`config.mk`:
```
export PLATFORM = sky130hd
export DESIGN_NAME = alu_pipe
export DESIGN_NICKNAME = d
export VERILOG_FILES = /design/src/rtl/alu_pipe.sv
export SDC_FILE = /design/constraint.sdc
export NUM_CORES = 1
export LEC_CHECK = 0
export BUFFER_PORTS_ARGS = -buffer_cell sky130_fd_sc_hd__buf_2
export CAP_MARGIN = 20
export CORE_ASPECT_RATIO = 0.75
export CORE_UTILIZATION = 45
export DETAILED_ROUTE_END_ITERATION = 10
export HOLD_SLACK_MARGIN = 0.15
export PLACE_DENSITY = 0.74
export SETUP_SLACK_MARGIN = 0.02
export SLEW_MARGIN = 20
export SYNTH_ARGS = -nofsm -noshare
export SYNTH_HDL_FRONTEND = slang
export SYNTH_SLANG_ARGS = --single-unit
```
`constraint.sdc`:
```
create_clock -name clk -period 6.2 [get_ports clk]
set_input_delay 1.24 -clock clk [delete_from_list [all_inputs] [get_ports clk]]
set_output_delay 1.24 -clock clk [all_outputs]
set_load 0.03 [all_outputs]
```
`src/rtl/alu_pipe.sv`:
```
// Handshaked ALU: single-cycle ops return after one cycle; an optional iterative
// shift-add multiplier (ALUOp 9) is compiled in only when ALU_PIPE_MUL_EN is defined.
module alu_pipe #(
  parameter int WIDTH = 32,
  parameter int SHW   = $clog2(WIDTH)
) (
  input  logic             clk,
  input  logic             reset_n,
  input  logic             in_valid,
  output logic             in_ready,
  input  logic [WIDTH-1:0] A,
  input  logic [WIDTH-1:0] B,
  input  logic [3:0]       ALUOp,
  output logic             out_valid,
  input  logic             out_ready,
  output logic [WIDTH-1:0] C,
  output logic             zero,
  output logic             ovf
);

  // state | meaning
  // IDLE  | no result held, ready for a request
  // CALC  | multiplier iterating, one partial product per cycle
  // DONE  | result held on C/zero/ovf until out_ready
`ifdef ALU_PIPE_MUL_EN
  typedef enum logic [1:0] {IDLE = 2'd0, CALC = 2'd1, DONE = 2'd2} state_t;
`else
  typedef enum logic [1:0] {IDLE = 2'd0, DONE = 2'd2} state_t;
`endif

  state_t           state, state_nx;
  logic             accept;
  logic             load_res;
  logic [WIDTH-1:0] sum, diff, res;
  logic             res_ovf;
  logic [SHW-1:0]   shamt;

`ifdef ALU_PIPE_MUL_EN
  localparam logic [SHW-1:0] CNT_LAST = SHW'(WIDTH - 1);
  logic             start_mul;
  logic [SHW-1:0]   cnt;
  logic [WIDTH-1:0] mcand, mplier, acc, acc_nx;

  assign acc_nx = acc + (mplier[0] ? mcand : '0);
`endif

  always_comb begin
    sum     = A + B;
    diff    = A - B;
    shamt   = B[SHW-1:0];
    res     = '0;
    res_ovf = 1'b0;
    case (ALUOp)
      4'd0: begin
        res     = sum;
        res_ovf = (A[WIDTH-1] == B[WIDTH-1]) && (sum[WIDTH-1] != A[WIDTH-1]);
      end
      4'd1: begin
        res     = diff;
        res_ovf = (A[WIDTH-1] != B[WIDTH-1]) && (diff[WIDTH-1] != A[WIDTH-1]);
      end
      4'd2: res = A & B;
      4'd3: res = A | B;
      4'd4: res = A >> shamt;
      4'd5: res = $signed(A) >>> shamt;
      4'd6: res = A << shamt;
      4'd7: res[0] = $signed(A) < $signed(B);
      4'd8: res[0] = A < B;
      default: res = '0;  // op 9 lands here too; the multiplier never uses res
    endcase
  end

  assign out_valid = (state == DONE);

  always_comb begin
    state_nx = state;
    load_res = 1'b0;
`ifdef ALU_PIPE_MUL_EN
    start_mul = 1'b0;
`endif
    in_ready = (state == IDLE) || ((state == DONE) && out_ready);
    accept   = in_valid && in_ready;
    case (state)
      IDLE, DONE: begin
        if (accept) begin
`ifdef ALU_PIPE_MUL_EN
          if (ALUOp == 4'd9) begin
            start_mul = 1'b1;
            state_nx  = CALC;
          end else
`endif
          begin
            load_res = 1'b1;
            state_nx = DONE;
          end
        end else if ((state == DONE) && out_ready) begin
          state_nx = IDLE;
        end
      end
`ifdef ALU_PIPE_MUL_EN
      CALC: if (cnt == CNT_LAST) state_nx = DONE;
`endif
      default: state_nx = IDLE;
    endcase
  end

  always_ff @(posedge clk) begin
    if (!reset_n) state <= IDLE;
    else          state <= state_nx;
  end

  always_ff @(posedge clk) begin
    if (!reset_n) begin
      C    <= '0;
      zero <= 1'b1;
      ovf  <= 1'b0;
`ifdef ALU_PIPE_MUL_EN
      cnt    <= '0;
      acc    <= '0;
      mcand  <= '0;
      mplier <= '0;
`endif
    end else begin
      if (load_res) begin
        C    <= res;
        zero <= (res == '0);
        ovf  <= res_ovf;
      end
`ifdef ALU_PIPE_MUL_EN
      if (start_mul) begin
        mcand  <= A;
        mplier <= B;
        acc    <= '0;
        cnt    <= '0;
      end else if (state == CALC) begin
        // multiplicand walks left, multiplier walks right; counter wraps to 0 on the last step
        acc    <= acc_nx;
        mcand  <= {mcand[WIDTH-2:0], 1'b0};
        mplier <= mplier >> 1;
        cnt    <= cnt + SHW'(1);
        if (cnt == CNT_LAST) begin
          C    <= acc_nx;
          zero <= (acc_nx == '0);
          ovf  <= 1'b0;
        end
      end
`endif
    end
  end

endmodule

```
### Yosys cells after proc, flatten, opt, wreduce, memory -nomap -nowiden

Index checks and enable logic that the tools add are counted.

* flip-flop bits (word level): 35
* input port bits: 72
* output and inout bits: 36
* word-level logic and storage cells: 43

* add/sub/neg operators: 2
* magnitude comparators: 2
* equal/unequal tests: 12
* shifts and indexed selects: 3
* muxes and demuxes: 7
* bitwise logic cells: 2
* reduce and logical (&&, ||, !) cells: 11

Operators by type and width (count)
* 31-bit case mux with 7 select lines: 1
* 32-bit < comparator: 2
* 32-bit adder: 1
* 32-bit AND: 1
* 32-bit logical NOT: 1
* 32-bit bitwise OR: 1
* 32-bit by 5-bit << shifter with 32-bit output: 1
* 32-bit by 5-bit right shift with 32-bit output: 1
* 32-bit by 5-bit >>> shifter with 32-bit output: 1
* 32-bit subtractor: 1
* 4-bit by 3-bit equality test with 1-bit output (second input constant): 4
* 1-bit case mux with 9 select lines: 1
* 4-bit by 2-bit equality test with 1-bit output (second input constant): 2
* 4-bit by 1-bit equality test with 1-bit output (second input constant): 1
* 4-bit equality test (second input constant): 1
* 1-bit logical AND: 4
* 4-bit logical NOT: 1
* 2-bit two-way mux: 2
* 1-bit != test: 3
* 2-bit logical NOT: 1
* 1-bit two-way mux: 2
* 1-bit case mux with 2 select lines: 1
* 2-bit AND reduction: 1
* 2-bit nonzero test: 1
* other kinds (3): 3

### Depth between registers and ports, before layout

* word-level depth: 5
* depth in mapped cells: 17
* mapped depth without buffers: 14

### Worst setup path before layout

No wires, ideal clock.

* path kind: in2reg
* start point: in B[3]
* end point: reg zero
* library setup time: 0.084 ns
* arrival time: 4.823 ns
* data required time: 6.116 ns
* setup slack: 1.293 ns
* stages on the path: 17
* buffers on the path: 4
* cell sequence: clkbuf_1 inv_1 buf_2 buf_1 buf_1 ha_1 nor2_1 a2111oi_1 o31ai_1 a2111oi_2 nor2_1 a311o_1 a211oi_1 nand4_1 nor4_1 nand4_1 o31ai_2

* word-level cells in the longest chain between the ends: 3
* elaborated cells on any way between the ends: 12
* those cells by class: add/sub: 2; order compare: 2; shift: 3; mux: 2; bitwise: 2; reduce/logical: 1

Ends and longest elaborated chain
* start, declared: RTL line 12 `input logic [WIDTH-1:0] B,`
* 32-bit subtractor (tied with other cells): RTL line 49 `diff = A - B;`
* 31-bit case mux with 7 select lines / 1-bit case mux with 9 select lines (equally long branches): RTL line 53 `case (ALUOp)`
* 32-bit logical NOT (*): RTL line 126 `zero <= (res == '0);`
* end signal, assigned: RTL line 126
* end, declared: RTL line 17 `output logic zero,`

Mark *: on every way between the ends. The rest lies on a longest branch, timed or not.
A chain may end at the register's enable or synchronous reset.

### Final worst setup path

* start point: in B[1]
* end point: reg zero

Same word-level chain as after synthesis.

==> metrics <==
clk slew on worst S/H paths=approximately 60 ps; normalized max-slew margin=26.1%; final wirelength=50.2 mm; Layout Area Growth over Synthesis=7.17%; filler cell count in the final layout=2,375; via count of the first global-routing pass=11,373; dominant register cell in the synthesized netlist=sky130_fd_sc_hd__dfxtp_1; ratio of routed vias to standard cells=7.01; Synth Warn #=0; number of nets produced by synthesis=1,646; synthesized netlist cell count=between 1,000 and 1,500; insertion delay to the later sink of the worst-skew pair=280 ps; endpoint type of the worst setup path=flip-flop; number of register bits inferred by synthesis=35; count of final max-slew check failures=0; classification of the worst setup path=primary input to flip-flop; Total Die Area=24,500 sq um; top-level port count=108; fraction of synthesized cell area in xor and xnor cells=2.12%; met3 usage=11.7%; Longest Clk Path Bufs=2; DRC violation total after the first TritonRoute iteration=~1,700; Root Buffer=sky130_fd_sc_hd__clkbuf_16; clock net sink count=35; count of input and output buffers=107; Final setup viols=0; Core Area=about 23,000 sq um; Final GP Congestion=1.02; Die Wd=180 um; max-capacitance violation count=0; share of the clock period used by the worst path=between 80% and 90%; Initial Util=46.3%; GRT Resource Usage Total=40.0%; Worst R2R Start=state[1]; Hold-fix buffers, CTS=0; multi-input combinational cell area=9100 sq um; required time worst endpoint=6400 ps; global-route wire length before repair=73.5 mm; post-DP HPWL=roughly 40 mm; fraction of final layout cells sized beyond drive strength 1=16.2%; leak pwr=4.84 nW; register area share after synthesis=about 6.5%; type of the most critical hold path=flip-flop to flip-flop; Synth Area in Compound Gates=30.0%; mux cell area share after synthesis=18.2%; number of CTS-inserted buffers=5; transition time at the pin with the least slew margin=1100 ps; TritonRoute pass-1 iters=8; final period demand of the worst path=5240 ps; Die Y=136 um; post-route DRC violation count=0; Routed Antenna Nets=0; pin count of the biggest net entering global routing=92; beginning of the critical path=B[1]; number of enable flip-flop cells after synthesis=0; Clock Skews=3.89 ps; antenna violations before repair=0; data arrival time of the critical path=about 5400 ps; via count of the routed design=approximately 13,000; CP max FO=13; Setup Fix Bufs, Post-CTS=0; Distinct cells, synth=between 90 and 100; largest family of logic cells by synthesized area=compound AO/OA/AOI/OAI gates; routing layer with the top usage in global route=met2; result of the run=completed; Tot Pwr=0.00155 W; origin of the worst min-delay path=C[21]; Max H-tree Level=2; met2 global-route usage=roughly 58%; final antenna diode count=0; CTS tree=yes; post-synth design cell area=~11,000 sq um; async set-or-reset flop fraction in the synthesized netlist=0%; routed length per placed instance=27.8 um; global routing usage on met1=57.2%; leftover overflow at the end of global routing=0; site row count=48; setup repair after global routing missed its margin=false; element type at the critical path start=primary input; fraction of the mapped netlist area in adder cells=12.0%; power density relative to cell area=135 nW/um^2; post-cts repair resize count=0; final hold vios=0; top achievable clock speed=approximately 190 MHz; maximum vdd ir drop=0.136 mV; post-synthesis simple-gate area fraction=22.2%; Setup TNS=0 ps; final net count=1,677; synthesized area per cell=7.29 sq um; sequential cell area=between 700 and 800 sq um
-- cells in the final DEF (no fill, tap or decap), drive strengths merged, types with 17 or more instances in the layout --
cell	n
a211oi	49
a21oi	125
buf	139
dfxtp	35
ha	100
inv	103
mux2	17
mux2i	58
mux4	52
nand2	126
nand3	32
nand4	20
nor2	148
nor3	45
nor4	19
o211ai	37
o21ai	85
o31ai	19
xnor2	23
-- synthesized netlist by cell type, drive strengths merged, types with 9 or more instances --
cell	number	share of area [%]
nor2	148	5.2
o22ai	13	0.76
clkbuf	59	2.1
nand4	20	1.2
nand3	32	1.5
a211oi	49	3.4
nor2b	16	0.93
o21ai	85	4.0
dfxtp	35	6.5
o211ai	37	2.6
buf	56	3.3
mux2	17	1.8
mux2i	58	5.4
inv	103	3.6
nand2b	16	0.93
nor3	45	2.1
a31oi	16	0.93
mux4	52	11
a21o	15	1.0
o31ai	19	1.4
a22oi	14	0.98
nand2	126	4.4
and3	14	0.82
and2	9	0.52
a221oi	12	1.0
xnor2	23	1.9
a21oi	125	5.9
or3	10	0.58
nor4	19	1.2
ha	100	12
-- kinds of logic (layout without fill, tap and decap cells) --
kind of cell | Yosys count | count (layout)
buf+inv | 219 | 251
compound gates | 476 | 476
fa+ha+maj | 102 | 102
xor+xnor | 26 | 26
mux | 127 | 127
flops | 35 | 35
simple gates | 487 | 487
-- state kept, by name, indices dropped and copies added, names as in the netlist --
name,count
C,32
state,1
zero,1
ovf,1
-- layout make-up --
cell class,instances,area share [%]
flip-flops and latches,35,6.09
multi-input cells,1218,79.2
well taps,300,3.26
clock inverters,1,0.0435
repair buffers,139,6.90
clock buffers,7,1.15
inverters,104,3.39
-- where the power goes --
part | switching [W] | total (W) | internal, W
Sequential | 0.00000977 | 0.000253 | 0.000244
Clock | 0.0000964 | 0.000245 | 0.000149
Combinational | 0.000699 | 0.00105 | 0.000353
Total | 0.000805 | 0.00155 | 0.000746
-- per-layer routing --
layer	part of all wire, %	wire length [um]	vias up
met3	13	6500	104
met1	44	21900	6033
li1	-	-	5601
met5	0	0	-
met2	40	20000	903
met4	3.6	1790	0
-- per-stage QoR --
step	cell area (sq um)	util, %	setup WS (ps)	hold WS, ps	std cells
after CTS	11500	49.6	1090	465	1804
after detailed placement	11400	49.0	804	449	1796
after global routing	11500	49.6	779	487	1804
final	11500	49.6	965	468	1804
after global placement	11400	49.0	876	446	1796
after floorplan	10700	-	1290	584	1472
-- worst paths after layout --
path / endpoint / slack (ps) / cells past startpoint
max: zero / 960 / 14
min: C[21] / 470 / 2
max reg2reg: zero / 3550 / 9
min reg2reg: C[21] / 470 / 2
-- critical path, stage by stage --
cell and delay (ps):
sky130_fd_sc_hd__buf_4 120, sky130_fd_sc_hd__inv_1 560, sky130_fd_sc_hd__ha_1 370, sky130_fd_sc_hd__or2_1 250, sky130_fd_sc_hd__a2111o_1 430, sky130_fd_sc_hd__a31oi_1 600, sky130_fd_sc_hd__a211oi_1 270, sky130_fd_sc_hd__nor4b_2 410
sky130_fd_sc_hd__o31ai_1 160, sky130_fd_sc_hd__a221o_1 350, sky130_fd_sc_hd__o21ai_0 80, sky130_fd_sc_hd__nor4b_4 260, sky130_fd_sc_hd__nand4_1 140, sky130_fd_sc_hd__o31ai_2 190
No activity file was read; power rests on OpenSTA's default activity.
